File: config.mk
export PLATFORM = sky130hd
export DESIGN_NAME = axi_mem_burst_addr_gen_flat
export DESIGN_NICKNAME = d
export VERILOG_FILES = /design/src/rtl/axi_mem_pkg.sv /design/src/rtl/axi_mem_burst_addr_gen_if.sv /design/src/rtl/axi_mem_cmd_fifo.sv /design/src/rtl/axi_mem_burst_addr_gen.sv /design/src/flat_wrapper.sv
export SDC_FILE = /design/constraint.sdc
export NUM_CORES = 1
export LEC_CHECK = 0
export BUFFER_PORTS_ARGS = -buffer_cell sky130_fd_sc_hd__buf_2
export CAP_MARGIN = 20
export CELL_PAD_IN_SITES_DETAIL_PLACEMENT = 1
export CELL_PAD_IN_SITES_GLOBAL_PLACEMENT = 2
export CORE_ASPECT_RATIO = 1.1
export CORE_MARGIN = 4
export CORE_UTILIZATION = 40
export DETAILED_ROUTE_END_ITERATION = 10
export HOLD_SLACK_MARGIN = 0.05
export PLACE_DENSITY = 0.85
export SKIP_CTS_REPAIR_TIMING = 1
export SLEW_MARGIN = 15
export SYNTH_ARGS = -nofsm -noshare
export SYNTH_HDL_FRONTEND = slang
export SYNTH_HIERARCHICAL = 1
export SYNTH_SLANG_ARGS = --single-unit
File: constraint.sdc
create_clock -name ACLK -period 7.6 [get_ports ACLK]
set_input_delay 1.14 -clock ACLK [delete_from_list [all_inputs] [get_ports ACLK]]
set_output_delay 1.14 -clock ACLK [all_outputs]
set_load 0.05 [all_outputs]
File: src/rtl/axi_mem_pkg.sv
// Shared definitions for the AXI burst-to-beat address generator.
//   burst_t   : AXI burst encodings
//   state_t   : address generator FSM states
//   next_addr : next beat address within a 4KB page (low 12 bits only)
//   burst_err : illegal SIZE/BURST/WRAP-length decode for a command
package axi_mem_pkg;

    typedef enum logic [1:0] {
        BURST_FIXED = 2'b00,
        BURST_INCR  = 2'b01,
        BURST_WRAP  = 2'b10,
        BURST_RSVD  = 2'b11
    } burst_t;

    typedef enum logic {
        ST_IDLE  = 1'b0,
        ST_BURST = 1'b1
    } state_t;

    localparam int PAGE_BITS = 12;

    // Only the page offset ever changes: INCR never carries past bit 11 and
    // the largest legal wrap window (16 beats x 128 bytes) lies inside a page.
    // For legal WRAP bursts addr+nb never exceeds lower+wrap_bytes, so a
    // 12-bit compare is exact even when lower+wrap_bytes is the page end.
    function automatic logic [PAGE_BITS-1:0] next_addr(
        input logic [PAGE_BITS-1:0] addr,
        input logic [2:0]           size,
        input burst_t               burst,
        input logic [7:0]           len
    );
        logic [PAGE_BITS-1:0] nb;
        logic [PAGE_BITS-1:0] wrap_bytes;
        logic [PAGE_BITS-1:0] lower;
        logic [PAGE_BITS-1:0] inc;
        nb         = 12'd1 << size;
        wrap_bytes = nb * ({4'd0, len} + 12'd1);
        lower      = addr & ~(wrap_bytes - 12'd1);
        inc        = addr + nb;
        case (burst)
            BURST_INCR: next_addr = (addr & ~(nb - 12'd1)) + nb;
            BURST_WRAP: next_addr = (inc == lower + wrap_bytes) ? lower : inc;
            default:    next_addr = addr;
        endcase
    endfunction

    function automatic logic burst_err(
        input logic [PAGE_BITS-1:0] addr,
        input logic [7:0]           len,
        input logic [2:0]           size,
        input burst_t               burst,
        input logic [2:0]           max_size
    );
        logic len_ok;
        logic aligned;
        len_ok  = (len == 8'd1) || (len == 8'd3) || (len == 8'd7) || (len == 8'd15);
        aligned = (addr & ((12'd1 << size) - 12'd1)) == 12'd0;
        burst_err = (size > max_size) || (burst == BURST_RSVD) ||
                    ((burst == BURST_WRAP) && (!len_ok || !aligned));
    endfunction

endpackage

File: src/rtl/axi_mem_burst_addr_gen_if.sv
// Bus bundle for the burst address generator.
//   Command side : AxADDR, AxLEN, AxSIZE, AxBURST, AxID, AxVALID -> AxREADY
//   Beat side    : AddrOut, AddrId, AddrLast, AddrErr, AddrValid <- AddrReady
//   slave  : view of the address generator
//   master : view of the driving/consuming environment
interface axi_mem_burst_addr_gen_if #(
    parameter int ADDR_WIDTH = 32,
    parameter int ID_WIDTH   = 4
);
    logic [ADDR_WIDTH-1:0] AxADDR;
    logic [7:0]            AxLEN;
    logic [2:0]            AxSIZE;
    logic [1:0]            AxBURST;
    logic [ID_WIDTH-1:0]   AxID;
    logic                  AxVALID;
    logic                  AxREADY;

    logic [ADDR_WIDTH-1:0] AddrOut;
    logic [ID_WIDTH-1:0]   AddrId;
    logic                  AddrLast;
    logic                  AddrErr;
    logic                  AddrValid;
    logic                  AddrReady;

    modport slave (
        input  AxADDR, AxLEN, AxSIZE, AxBURST, AxID, AxVALID, AddrReady,
        output AxREADY, AddrOut, AddrId, AddrLast, AddrErr, AddrValid
    );

    modport master (
        output AxADDR, AxLEN, AxSIZE, AxBURST, AxID, AxVALID, AddrReady,
        input  AxREADY, AddrOut, AddrId, AddrLast, AddrErr, AddrValid
    );
endinterface

File: src/rtl/axi_mem_cmd_fifo.sv
// Registered command queue with simultaneous push/pop; a pop frees a slot
// for a push in the same cycle even when full. DEPTH=1 is a single register.
//   i_clk, i_rst_n : clock, async active-low reset
//   i_push, i_data : write request and entry
//   i_pop          : read request (head is dropped at the clock edge)
//   o_data         : head entry
//   o_full/o_empty : occupancy flags
module axi_mem_cmd_fifo #(
    parameter type T     = logic [7:0],
    parameter int  DEPTH = 2
) (
    input  logic i_clk,
    input  logic i_rst_n,
    input  logic i_push,
    input  T     i_data,
    input  logic i_pop,
    output T     o_data,
    output logic o_full,
    output logic o_empty
);
    localparam int CW = $clog2(DEPTH + 1);

    logic [CW-1:0] r_count;
    logic          w_push;
    logic          w_pop;

    assign o_full  = (r_count == CW'(DEPTH));
    assign o_empty = (r_count == '0);
    assign w_pop   = i_pop & ~o_empty;
    assign w_push  = i_push & (~o_full | w_pop);

    always_ff @(posedge i_clk or negedge i_rst_n) begin
        if (!i_rst_n) begin
            r_count <= '0;
        end else begin
            r_count <= r_count + CW'(w_push) - CW'(w_pop);
        end
    end

    generate
        if (DEPTH == 1) begin : g_single
            T r_data;
            always_ff @(posedge i_clk) begin
                if (w_push) begin
                    r_data <= i_data;
                end
            end
            assign o_data = r_data;
        end else begin : g_ring
            localparam int PW = $clog2(DEPTH);
            T              r_mem [DEPTH];
            logic [PW-1:0] r_wr_ptr;
            logic [PW-1:0] r_rd_ptr;

            always_ff @(posedge i_clk or negedge i_rst_n) begin
                if (!i_rst_n) begin
                    r_wr_ptr <= '0;
                    r_rd_ptr <= '0;
                end else begin
                    if (w_push) begin
                        r_wr_ptr <= r_wr_ptr + PW'(1);
                    end
                    if (w_pop) begin
                        r_rd_ptr <= r_rd_ptr + PW'(1);
                    end
                end
            end

            always_ff @(posedge i_clk) begin
                if (w_push) begin
                    r_mem[r_wr_ptr] <= i_data;
                end
            end

            assign o_data = r_mem[r_rd_ptr];
        end
    endgenerate
endmodule

File: src/rtl/axi_mem_burst_addr_gen.sv
// AXI burst-to-beat address generator: queues AR/AW commands and expands
// each into one address per beat (FIXED/INCR/WRAP, narrow, unaligned).
//   ACLK, ARESETn : clock, async active-low reset
//   bus (slave)   : command channel in (AxVALID/AxREADY), beat channel out
//                   (AddrValid/AddrReady) with AddrOut/AddrId/AddrLast/AddrErr
//
// state   | meaning
// --------+-----------------------------------------------------------
// ST_IDLE | no beat presented; pops the queue as soon as it is non-empty
// ST_BURST| AddrValid high, presenting beats of the current burst
module axi_mem_burst_addr_gen
    import axi_mem_pkg::*;
#(
    parameter int ADDR_WIDTH = 32,
    parameter int ID_WIDTH   = 4,
    parameter int DATA_BYTES = 8,
    parameter int CMD_DEPTH  = 2
) (
    input  logic                     ACLK,
    input  logic                     ARESETn,
    axi_mem_burst_addr_gen_if.slave  bus
);
    localparam logic [2:0] MAX_SIZE = 3'($clog2(DATA_BYTES));

    typedef struct packed {
        logic [ADDR_WIDTH-1:0] addr;
        logic [7:0]            len;
        logic [2:0]            size;
        burst_t                burst;
        logic [ID_WIDTH-1:0]   id;
    } cmd_t;

    cmd_t                  w_push_cmd;
    cmd_t                  w_pop_cmd;
    logic                  w_full;
    logic                  w_empty;
    logic                  w_push;
    logic                  w_pop;
    logic                  w_beat_acc;
    logic [ADDR_WIDTH-1:0] w_next_addr;

    state_t                r_state;
    logic                  r_rdy_en;
    logic [ADDR_WIDTH-1:0] r_addr;
    logic [ID_WIDTH-1:0]   r_id;
    logic [7:0]            r_cnt;
    logic [7:0]            r_len;
    logic [2:0]            r_size;
    burst_t                r_burst;
    logic                  r_last;
    logic                  r_err;
    logic                  r_valid;

    always_comb begin
        w_push_cmd.addr  = bus.AxADDR;
        w_push_cmd.len   = bus.AxLEN;
        w_push_cmd.size  = bus.AxSIZE;
        w_push_cmd.burst = burst_t'(bus.AxBURST);
        w_push_cmd.id    = bus.AxID;
    end

    assign w_beat_acc = r_valid & bus.AddrReady;
    // Pop when idle, or on the last beat's accept so the next burst follows
    // without a bubble.
    assign w_pop  = ~w_empty & ((r_state == ST_IDLE) | (w_beat_acc & r_last));
    // r_rdy_en holds AxREADY low while reset is asserted.
    assign bus.AxREADY = r_rdy_en & (~w_full | w_pop);
    assign w_push = bus.AxVALID & bus.AxREADY;

    axi_mem_cmd_fifo #(
        .T     (cmd_t),
        .DEPTH (CMD_DEPTH)
    ) u_cmd_fifo (
        .i_clk   (ACLK),
        .i_rst_n (ARESETn),
        .i_push  (w_push),
        .i_data  (w_push_cmd),
        .i_pop   (w_pop),
        .o_data  (w_pop_cmd),
        .o_full  (w_full),
        .o_empty (w_empty)
    );

    always_comb begin
        w_next_addr = r_addr;
        w_next_addr[PAGE_BITS-1:0] = next_addr(r_addr[PAGE_BITS-1:0], r_size, r_burst, r_len);
    end

    always_ff @(posedge ACLK or negedge ARESETn) begin
        if (!ARESETn) begin
            r_state  <= ST_IDLE;
            r_rdy_en <= 1'b0;
            r_addr   <= '0;
            r_id     <= '0;
            r_cnt    <= '0;
            r_len    <= '0;
            r_size   <= '0;
            r_burst  <= BURST_FIXED;
            r_last   <= 1'b0;
            r_err    <= 1'b0;
            r_valid  <= 1'b0;
        end else begin
            r_rdy_en <= 1'b1;
            if (w_pop) begin
                r_state <= ST_BURST;
                r_valid <= 1'b1;
                r_addr  <= w_pop_cmd.addr;
                r_id    <= w_pop_cmd.id;
                r_cnt   <= w_pop_cmd.len;
                r_len   <= w_pop_cmd.len;
                r_size  <= w_pop_cmd.size;
                r_burst <= w_pop_cmd.burst;
                r_last  <= (w_pop_cmd.len == 8'd0);
                r_err   <= burst_err(w_pop_cmd.addr[PAGE_BITS-1:0], w_pop_cmd.len,
                                     w_pop_cmd.size, w_pop_cmd.burst, MAX_SIZE);
            end else if (w_beat_acc) begin
                if (r_last) begin
                    r_state <= ST_IDLE;
                    r_valid <= 1'b0;
                    r_last  <= 1'b0;
                    r_err   <= 1'b0;
                end else begin
                    r_cnt  <= r_cnt - 8'd1;
                    r_last <= (r_cnt == 8'd1);
                    // Errored bursts keep the start address on every beat.
                    if (!r_err) begin
                        r_addr <= w_next_addr;
                    end
                end
            end
        end
    end

    assign bus.AddrOut   = r_addr;
    assign bus.AddrId    = r_id;
    assign bus.AddrLast  = r_last;
    assign bus.AddrErr   = r_err;
    assign bus.AddrValid = r_valid;
endmodule

File: src/flat_wrapper.sv
// flat-port wrapper written by rule: the top's interface ports become plain ports
module axi_mem_burst_addr_gen_flat import axi_mem_pkg::*;
#(
    parameter int ADDR_WIDTH = 32,
    parameter int ID_WIDTH   = 4,
    parameter int DATA_BYTES = 8,
    parameter int CMD_DEPTH  = 2
)
  (ACLK, ARESETn, bus_AxADDR, bus_AxLEN, bus_AxSIZE, bus_AxBURST, bus_AxID, bus_AxVALID, bus_AddrReady, bus_AxREADY, bus_AddrOut, bus_AddrId, bus_AddrLast, bus_AddrErr, bus_AddrValid);
  axi_mem_burst_addr_gen_if #(.ADDR_WIDTH(ADDR_WIDTH), .ID_WIDTH(ID_WIDTH)) bus_i ();
  input  logic ACLK;
  input  logic ARESETn;
  input wire logic [$bits(bus_i.AxADDR)-1:0] bus_AxADDR;
  input wire logic [$bits(bus_i.AxLEN)-1:0] bus_AxLEN;
  input wire logic [$bits(bus_i.AxSIZE)-1:0] bus_AxSIZE;
  input wire logic [$bits(bus_i.AxBURST)-1:0] bus_AxBURST;
  input wire logic [$bits(bus_i.AxID)-1:0] bus_AxID;
  input wire logic [$bits(bus_i.AxVALID)-1:0] bus_AxVALID;
  input wire logic [$bits(bus_i.AddrReady)-1:0] bus_AddrReady;
  output wire logic [$bits(bus_i.AxREADY)-1:0] bus_AxREADY;
  output wire logic [$bits(bus_i.AddrOut)-1:0] bus_AddrOut;
  output wire logic [$bits(bus_i.AddrId)-1:0] bus_AddrId;
  output wire logic [$bits(bus_i.AddrLast)-1:0] bus_AddrLast;
  output wire logic [$bits(bus_i.AddrErr)-1:0] bus_AddrErr;
  output wire logic [$bits(bus_i.AddrValid)-1:0] bus_AddrValid;
  assign bus_i.AxADDR = bus_AxADDR;
  assign bus_i.AxLEN = bus_AxLEN;
  assign bus_i.AxSIZE = bus_AxSIZE;
  assign bus_i.AxBURST = bus_AxBURST;
  assign bus_i.AxID = bus_AxID;
  assign bus_i.AxVALID = bus_AxVALID;
  assign bus_i.AddrReady = bus_AddrReady;
  assign bus_AxREADY = bus_i.AxREADY;
  assign bus_AddrOut = bus_i.AddrOut;
  assign bus_AddrId = bus_i.AddrId;
  assign bus_AddrLast = bus_i.AddrLast;
  assign bus_AddrErr = bus_i.AddrErr;
  assign bus_AddrValid = bus_i.AddrValid;
  axi_mem_burst_addr_gen #(.ADDR_WIDTH(ADDR_WIDTH), .ID_WIDTH(ID_WIDTH), .DATA_BYTES(DATA_BYTES), .CMD_DEPTH(CMD_DEPTH)) u_core (.ACLK(ACLK), .ARESETn(ARESETn), .bus(bus_i));
endmodule
## Word-level counts from Yosys, hierarchy flattened

Memories as Yosys holds them, arrays and structs flattened.
Index checks and enable logic that the tools add are counted.

| word-level totals | value |
|---|---|
| bits in registers | 65 |
| latch bits | 0 |
| RAM bits | 98 |
| ROM bits | 0 |
| bits of input ports | 53 |
| output and inout port bits | 40 |
| word-level logic and storage cells | 98 |
| memories | 1 |

Memory list:

| memory | words | width | rd ports | clocked after memory_dff | write ports | line | source |
|---|---|---|---|---|---|---|---|
| u_core.u_cmd_fifo.g_ring.r_mem | 2 | 49 | 1 | 0 | 1 | axi_mem_cmd_fifo.sv:51 | `T r_mem [DEPTH];` |

| cells by class | value |
|---|---|
| $add $sub $neg | 12 |
| multiply operators | 1 |
| div/mod/pow operators | 0 |
| $lt $le $gt $ge | 1 |
| equal/unequal tests | 13 |
| shift operators | 2 |
| multiplexer cells | 18 |
| bitwise operators | 18 |
| reductions and logical operators | 18 |

Operator list:

| operator | number |
|---|---|
| 2-to-1 mux 32 bit | 3 |
| adder 12 bit | 3 |
| AND 12 bit | 3 |
| subtractor 12 x 1 -> 12 bit (second input constant) | 3 |
| 2-to-1 mux 12 bit | 2 |
| 2-to-1 mux 8 bit | 3 |
| NOT 12 bit | 2 |
| one-hot mux 12 bit (2 select lines) | 1 |
| << shifter 1 x 3 -> 12 bit (first input constant) | 2 |
| == test 8 x 1 -> 1 bit (second input constant) | 2 |
| == test 12 bit | 1 |
| logical NOT 12 bit | 1 |
| multiplier 12 x 12 -> 12 bit | 1 |
| adder 8 x 1 -> 9 bit (second input constant) | 1 |
| 2-to-1 mux 1 bit | 9 |
| == test 2 bit (second input constant) | 4 |
| == test 8 x 2 -> 1 bit (second input constant) | 1 |
| == test 8 x 3 -> 1 bit (second input constant) | 1 |
| == test 8 x 4 -> 1 bit (second input constant) | 1 |
| logical NOT 8 bit | 1 |
| subtractor 8 x 1 -> 8 bit (second input constant) | 1 |
| AND 1 bit | 7 |
| logical OR 1 bit | 6 |
| inequality test 2 bit (second input constant) | 2 |
| other kinds (14) | 22 |

## Longest topological paths before layout

Gate-level depths: netlist (run 1).

| logic depth | value |
|---|---|
| word-level depth | 13 |
| depth in mapped cells | 30 |
| mapped depth without buffers | 29 |

## Modules after synthesis

The synthesis (run 1) kept the hierarchy.

By module, submodules not included:

| module | instances | cells each | area an instance (um^2) | sequential area each (um^2) |
|---|---|---|---|---|
| axi_mem_burst_addr_gen | 1 | 877 | 6944.2 | 1526.5 |
| axi_mem_cmd_fifo | 1 | 175 | 4035.1 | 3042.9 |

## Worst setup path before layout (run 1)

OpenSTA, ideal clock, no wires.

| timing path | value |
|---|---|
| path type | register to register |
| from | register u_core.r_size[1] |
| to | register u_core.r_addr[9], in the netlist u_core/bus.AddrOut[9] |
| library setup time | 0.137 ns |
| arrival | 6.504 ns |
| setup slack | 0.959 ns |
| stages on the path, launching flop included | 29 |
| cell sequence | dfrtp_1 -> clkbuf_1 -> nor3_1 -> clkbuf_1 -> nand2b_1 -> fa_1 -> inv_1 -> ha_1 -> ha_1 -> inv_1 -> fa_1 -> inv_1 -> ha_1 -> buf_2 -> or4_4 -> or3_1 -> and3_1 -> ha_1 -> a41oi_1 -> mux2i_1 -> o2bb2ai_1 -> a221oi_1 -> xnor2_1 -> nor2b_1 -> nand4_1 -> or2_1 -> buf_6 -> a311oi_2 -> a221oi_2 |

| between the ends | value |
|---|---|
| longest elaborated chain between the ends | 13 |
| elaborated cells between the ends (all ways) | 18 |
| those cells by class | add/sub: 5; mul: 1; eq/ne: 1; shift: 1; mux: 6; bitwise: 4 |

Ends and longest elaborated chain:

| what | line | source |
|---|---|---|
| from (decl) | axi_mem_burst_addr_gen.sv:48 | `logic [2:0] r_size;` |
| from (signal assigned) | axi_mem_burst_addr_gen.sv:111 | `r_size <= w_pop_cmd.size;` |
| << shifter 1 x 3 -> 12 bit * | axi_mem_pkg.sv:36 | `nb = 12'd1 << size;` |
| multiplier 12 x 12 -> 12 bit | axi_mem_pkg.sv:37 | `wrap_bytes = nb * ({4'd0, len} + 12'd1);` |
| subtractor 12 x 1 -> 12 bit | axi_mem_pkg.sv:38 | `lower = addr & ~(wrap_bytes - 12'd1);` |
| NOT 12 bit | axi_mem_pkg.sv:38 |  |
| AND 12 bit | axi_mem_pkg.sv:38 |  |
| adder 12 bit | axi_mem_pkg.sv:42 | `BURST_WRAP: next_addr = (inc == lower + wrap_bytes) ? lower : inc;` |
| == test 12 bit | axi_mem_pkg.sv:42 |  |
| 2-to-1 mux 12 bit | axi_mem_pkg.sv:42 |  |
| one-hot mux 12 bit (2 select lines) * | axi_mem_pkg.sv:40 | `case (burst)` |
| 2-to-1 mux 12 bit * | axi_mem_burst_addr_gen.sv:126 | `if (!r_err) begin` |
| 2-to-1 mux 32 bit * | axi_mem_burst_addr_gen.sv:117 | `if (r_last) begin` |
| 2-to-1 mux 32 bit * | axi_mem_burst_addr_gen.sv:116 | `end else if (w_beat_acc) begin` |
| 2-to-1 mux 32 bit * | axi_mem_burst_addr_gen.sv:104 | `if (w_pop) begin` |
| to (signal assigned) | axi_mem_burst_addr_gen.sv:107 | `r_addr <= w_pop_cmd.addr;` |
| to (signal assigned) | axi_mem_burst_addr_gen.sv:127 | `r_addr <= w_next_addr;` |
| to (decl) | axi_mem_burst_addr_gen.sv:44 | `logic [ADDR_WIDTH-1:0] r_addr;` |

Mark *: on every way between the ends. The rest lies on a longest branch, timed or not. The select of a mux whose other input is x is not followed.
A chain may end at the register's enable or synchronous reset.

## Worst setup path in the final report (run 1)

| timing path | value |
|---|---|
| from | register u_core.r_size[1] |
| to | register u_core.r_addr[10], in the netlist u_core/bus.AddrOut[10] |

The elaborated chain is that of the path after synthesis.

==> impl_metrics.csv, run 1 <==
group,metric,value,unit
place,place_area,11800,µm²
floorplan,fp.dieH,182,µm
setup_path,ff2ff_path_depth,26,
setup_path,cp-start-kind,"flip-flop",
global_routing,overflow,0,
yosys,synth_cells,1052,
final_layout,design_area,12500,µm²
final_layout,nets,1281,
sta,hold_viol_final,0,
routing,drc,0,
hold_path,hold_end,"u_core/bus.AddrOut[19]$_DFFE_PN0P_",
setup_path,crit_type,"reg2reg",
sta,finClkSkew,0.0142,ns
global_routing,grt_max_degree,66,
clock_network,cts_tree,"built",
yosys,syn_nets,1183,
yosys,synth.distinct_cells,89,
setup_path,cp_top_family,"adder cells",
hold_path,hold_depth,2,
yosys,yosys_warnings,6,
routing,dr.first_iter.drc_count,456,
setup_path,slowest_stage,"fa_1",
routing,ant_nets,0,
final_layout,utilization,0.461,
yosys,netlist_area,11000,µm²
status,status,"complete, no violations",
yosys,ys_ff_latch,163,
yosys,synth_edf_count,98,
sta,rsz0062_at_grt,"false",
sta,worst_slack,0.427,ns
sta,fin_crit_sh,0.944,
setup_path,endpoint_kind,"flip-flop",
sta,max_freq,0.139,GHz
final_layout,drive_above_1_share,0.209,
routing,drt_pre_antenna_iters,4,
place,dp_hpwl,21900,µm
clock_network,cts_max_path_buffers,2,
setup_path,crit_top_cell,"ha_1",
sta,maxSlewViolCount,0,
yosys,yosysSeqAreaShare,0.416,
place,port_buffers,92,
final_layout,area_growth,13.5,%
clock_network,cts_sinks,163,
sta,slew_headroom,0.356,
setup_path,critPathArrivalTime,7.52,ns
global_routing,grtUsageTotal,0.198,
clock_network,htree_levels,4,
floorplan,start_util,0.406,
routing,vias_per_cell,5.42,
global_routing,grt_pass1_vias,8884,
floorplan,core-area,27000,µm²
setup_path,r2r_slack,0.43,ns
setup_path,r2r-end,"u_core/bus.AddrOut[10]$_DFFE_PN0P_",
yosys,async_reset_ff_frac,0.399,
place,pre_cts_ws,0.102,ns
sta,tns,0,ns
hold_path,hp-start,"u_core/bus.AddrOut[19]$_DFFE_PN0P_",
sta,setup_viol,0,
hold_path,min_path_type,"reg2reg",
routing,routed_wl,29800,µm
setup_path,cp_num_buf_inv,4,
place,place_congestion,0.814,
flow_run,cap_viol_max_count,0,
floorplan,rows,63,
floorplan,io_pins,93,
yosys,synth_ff_type,"edfxtp_1",
clock_network,cts-root-buf,"clkbuf_16",
floorplan,die_w,166,µm
setup_path,critPathRequiredTime,7.95,ns
sta,min_period,7.17,ns
clock_network,cts-buffers-inserted,17,
floorplan,die_area,30200,µm²
routing,routedWlPerCell,19.6,µm
setup_path,worst_path_largest_cell_delay,0.58,ns
clock_network,worstSkewPairLatency,0.43,ns
sta,worst_pin_slew,0.965,ns
clock_network,clk_pin_slew_worst_paths,0.08,ns
yosys,syn_avg_cell_area,10.4,µm²
global_routing,grt_pass1_wl,48400,µm
global_routing,antenna_found_initial,3,
setup_path,path_max_fanout,8,
routing,vias,8246,
setup_path,r2r-start,"u_core/r_size[1]$_DFFE_PN0P_",
worst min-delay path, stage by stage (launching register included):
cell	delay (ns)
dfrtp_1	0.34
nand2_1	0.05
nand2_1	0.05
synthesized netlist by cell type (7+ instances only):
cell type	count	area, µm²
clkbuf_1	19	71.3
xnor2_1	43	377
o21ai_0	44	220
nand3_1	22	110
nand2b_1	13	81.3
ha_1	42	526
fa_1	36	721
edfxtp_1	98	2940
mux2i_1	12	120
dfrtp_1	65	1630
a31oi_1	11	68.8
xor2_1	18	158
nand2_1	174	653
mux2_4	49	736
inv_1	79	297
nor2_1	63	236
or3_1	9	56.3
nor3_1	26	130
a21oi_1	34	170
nor3b_1	7	52.6
a21o_1	7	52.6
and2_1	12	75.1
nor2b_1	10	62.6
o211ai_1	12	90.1
routing by layer:
layer,vias up,track usage,share of wire
li1,3884,-,-
met1,4126,0.236,0.41
met2,185,0.363,0.52
met3,45,0.0416,0.047
met4,6,0.0558,0.019
met5,-,0,0.0012
cell usage in the layout (no fill, tap or decap), types with 11 or more instances in the layout:
cell / synthesis / final
nand3_1: 22 / 22
nor3_1: 26 / 26
clkbuf_16: 0 / 17
edfxtp_1: 98 / 98
ha_1: 42 / 42
a31oi_1: 11 / 11
buf_2: 6 / 92
xor2_1: 18 / 16
buf_4: 1 / 28
dfrtp_1: 65 / 61
o211ai_1: 12 / 12
nand2_1: 174 / 174
mux2i_1: 12 / 12
nand2b_1: 13 / 13
and2_1: 12 / 12
xnor2_1: 43 / 43
nor2_1: 63 / 61
a21oi_1: 34 / 34
inv_1: 79 / 79
o21ai_0: 44 / 44
fa_1: 36 / 36
mux2_4: 49 / 49
registers in the layout, summed over array words and instances, names as in the netlist, 2 cells and up:
| name | flops |
|---|---|
| u_core/u_cmd_fifo/r_count | 2 |
| u_core/bus.AddrId | 4 |
| u_core/r_burst | 2 |
| u_core/bus.AddrOut | 32 |
| u_core/r_len | 8 |
| u_core/r_size | 3 |
| u_core/u_cmd_fifo/g_ring.r_mem | 98 |
| u_core/r_cnt | 8 |
how the worst max path moves through the flow:
| stage | from | to | cells past startpoint |
|---|---|---|---|
| 6_report | u_core/r_size[1]$_DFFE_PN0P_ | u_core/bus.AddrOut[10]$_DFFE_PN0P_ | 26 |
| 5_1_grt | u_core/r_len[0]$_DFFE_PN0P_ | u_core/bus.AddrOut[1]$_DFFE_PN0P_ | 28 |
| 4_1_cts | u_core/r_size[2]$_DFFE_PN0P_ | u_core/bus.AddrOut[1]$_DFFE_PN0P_ | 25 |
| 3_5_place_dp | u_core/r_size[2]$_DFFE_PN0P_ | u_core/bus.AddrOut[1]$_DFFE_PN0P_ | 25 |
| 3_3_place_gp | u_core/r_size[2]$_DFFE_PN0P_ | u_core/bus.AddrOut[10]$_DFFE_PN0P_ | 25 |
| 2_1_floorplan | u_core/r_size[1]$_DFFE_PN0P_ | u_core/bus.AddrOut[9]$_DFFE_PN0P_ | 28 |
logic make-up after synthesis:
group           after synthesis  synth area share
xor+xnor                     64            0.0531
other cells                   1          0.000342
compound gates              182             0.117
buf+inv                     123            0.0532
fa+ha+maj                    78             0.114
flops                       163             0.416
mux                          65            0.0823
simple gates                376             0.164
area by class of cell:
class,count,area (µm²)
Multi-Input combinational cell,766,5860
Fill cell,3016,14600
Tap cell,357,447
Inverter,82,312
Antenna cell,1,2.50
Clock buffer,18,439
Timing Repair Buffer,120,671
Clock inverter,14,154
Sequential cell,163,4580
stage by stage:
stage	cells	hold slack [ns]
floorplan	1052	0.474
global placement	1482	0.452
detailed placement	1482	0.460
CTS	1514	0.478
global route	1520	0.509
finish	1521	0.474
Power of run 1 is left out: the tool's default activity adds up to more than one toggle a clock period on the data nets, which glitch-free logic cannot reach.
==> inputs of run 2 (changes only) <==
Settings changed: BUFFER_PORTS_ARGS -buffer_cell sky130_fd_sc_hd__buf_2 to -buffer_cell sky130_fd_sc_hd__clkbuf_2.
==> run 2 against run 1 <==
Compared with the run above: non-clock buffer count fell by 2; clock skew grew 0.0039 ns; critical path depth unchanged; setup slack gained 0.019 ns; global-route usage is 0.24 points higher; via count down 1.0%; final area increased by 0.43%; clock-buffer cell count unchanged; worst hold slack improved by 0.0081 ns; sequential share of layout area shrank 0.17 points; fmax up 0.27%; critical path type unchanged.
==> impl_metrics.csv, run 2 (synthesis results as in run 1) <==
group,metric,value,unit
sta,worst_pin_slew,0.958,ns
clock_network,cts_tree,"built",
global_routing,grt_pass1_wl,49100,µm
sta,fin_crit_sh,0.941,
routing,drc,0,
floorplan,die_w,166,µm
setup_path,crit_type,"reg2reg",
global_routing,grtUsageTotal,0.201,
global_routing,overflow,0,
final_layout,drive_above_1_share,0.211,
place,place_area,11800,µm²
final_layout,final_common_cell,"nand2_1",
floorplan,start_util,0.406,
routing,ant_nets,0,
flow_run,cap_viol_max_count,0,
sta,maxSlewViolCount,0,
clock_network,htree_levels,4,
final_layout,layout_common_cells,"nand2_1 (174), edfxtp_1 (98), clkbuf_2 (91), inv_1 (79), dfrtp_1 (62)",
place,place_congestion,0.836,
final_layout,multiInputGateArea,5900,µm²
final_layout,largest_reg_flops,98,
routing,dr_wl_met2,15200,µm
clock_network,worstSkewPairLatency,0.44,ns
global_routing,grt_pass1_vias,9075,
clock_network,clk_pin_slew_worst_paths,0.08,ns
setup_path,ff2ff_path_depth,26,
setup_path,cp-start-kind,"flip-flop",
floorplan,rows,63,
routing,routedWlPerCell,19.6,µm
floorplan,die_area,30200,µm²
routing,routed_wl,29800,µm
floorplan,io_pins,93,
final_layout,regMostFlops,"u_core/u_cmd_fifo/g_ring.r_mem",
sta,finClkSkew,0.0181,ns
routing,vias_per_cell,5.38,
setup_path,endpoint_kind,"flip-flop",
clock_network,cts_sinks,163,
setup_path,path_max_fanout,9,
global_routing,antenna_found_initial,0,
routing,dr.first_iter.drc_count,434,
final_layout,utilization,0.463,
clock_network,cts-buffers-inserted,17,
routing,met1_length,12500,µm
setup_path,r2r-end,"u_core/bus.AddrOut[9]$_DFFE_PN0P_",
final_layout,n_antenna_cell,0,
hold_path,min_path_type,"reg2reg",
place,dp_hpwl,21700,µm
final_layout,nets,1279,
floorplan,core-area,27000,µm²
routing,vias,8160,
sta,max_freq,0.140,GHz
sta,setup_viol,0,
sta,hold_viol_final,0,
global_routing,grt_max_degree,66,
final_layout,seq_area,4580,µm²
routing,dr_wl_met3,1420,µm
clock_network,cts_max_path_buffers,2,
routing,drt_pre_antenna_iters,5,
clock_network,cts-root-buf,"clkbuf_16",
setup_path,critPathRequiredTime,7.91,ns
sta,min_period,7.15,ns
final_layout,area_growth,14.0,%
setup_path,critPathArrivalTime,7.46,ns
setup_path,endpoint,"u_core/bus.AddrOut[9]$_DFFE_PN0P_",
routing,top_layer_used,"met4",
final_layout,fillers,3025,
floorplan,fp.dieH,182,µm
sta,slew_headroom,0.361,
setup_path,r2r_slack,0.45,ns
status,status,"complete, no violations",
final_layout,design_area,12500,µm²
place,port_buffers,92,
setup_path,critPathLaunch,"u_core/r_size[1]$_DFFE_PN0P_",
setup_path,r2r-start,"u_core/r_size[1]$_DFFE_PN0P_",
-- run 2: critical path, cell delays in order (launching register included) --
cell,delay [ns]
dfrtp_2,0.46
inv_1,0.19
nor2_1,0.09
nand2_1,0.22
clkinvlp_4,0.25
and2_1,0.23
fa_1,0.40
ha_1,0.28
ha_1,0.28
inv_1,0.05
fa_1,0.53
inv_1,0.04
ha_1,0.23
fa_1,0.57
or3_1,0.41
and3_1,0.19
ha_1,0.38
a41oi_1,0.30
mux2i_1,0.14
o2bb2ai_1,0.18
o211ai_1,0.22
a21oi_1,0.13
xnor2_2,0.32
nand4_1,0.26
or2_1,0.38
a311oi_2,0.24
a221oi_2,0.05
-- run 2: worst min path at each step --
| stage | slack, ns | cells past startpoint | endpoint | from |
|---|---|---|---|---|
| finish | 0.48 | 2 | u_core/bus.AddrOut[29]$_DFFE_PN0P_ | u_core/bus.AddrOut[29]$_DFFE_PN0P_ |
| global route | 0.52 | 2 | u_core/bus.AddrId[0]$_DFFE_PN0P_ | u_core/bus.AddrId[0]$_DFFE_PN0P_ |
| CTS | 0.49 | 2 | u_core/bus.AddrOut[29]$_DFFE_PN0P_ | u_core/bus.AddrOut[29]$_DFFE_PN0P_ |
| detailed placement | 0.46 | 2 | u_core/bus.AddrOut[30]$_DFFE_PN0P_ | u_core/bus.AddrOut[30]$_DFFE_PN0P_ |
| global placement | 0.46 | 2 | u_core/bus.AddrOut[13]$_DFFE_PN0P_ | u_core/bus.AddrOut[13]$_DFFE_PN0P_ |
| floorplan | 0.47 | 2 | u_core/r_cnt[7]$_DFFE_PN0P_ | u_core/r_cnt[7]$_DFFE_PN0P_ |
-- run 2: metal layers --
metal / GRT usage / up-vias
li1: - / 3873
met1: 0.246 / 4066
met2: 0.353 / 179
met3: 0.0422 / 42
met4: 0.0683 / 0
met5: 0 / -
-- run 2: cell type report --
class | instances | share of cell area
clock buffers | 18 | 0.0360
clock inverters | 14 | 0.0142
inverters | 82 | 0.0249
multi-input cells | 766 | 0.471
flip-flops and latches | 163 | 0.366
well taps | 357 | 0.0357
repair buffers | 118 | 0.0524
-- run 2: metrics by stage --
| step | hold slack (ns) | setup TNS, ns | instances | setup WS (ns) |
|---|---|---|---|---|
| floorplan | 0.474 | 0 | 1052 | 0.959 |
| global placement | 0.457 | 0 | 1483 | 0.562 |
| detailed placement | 0.462 | 0 | 1483 | 0.327 |
| CTS | 0.490 | 0 | 1515 | 0.264 |
| global route | 0.518 | -0.00415 | 1518 | -0.00415 |
| finish | 0.482 | 0 | 1518 | 0.446 |
Power of run 2 is left out for the same reason.
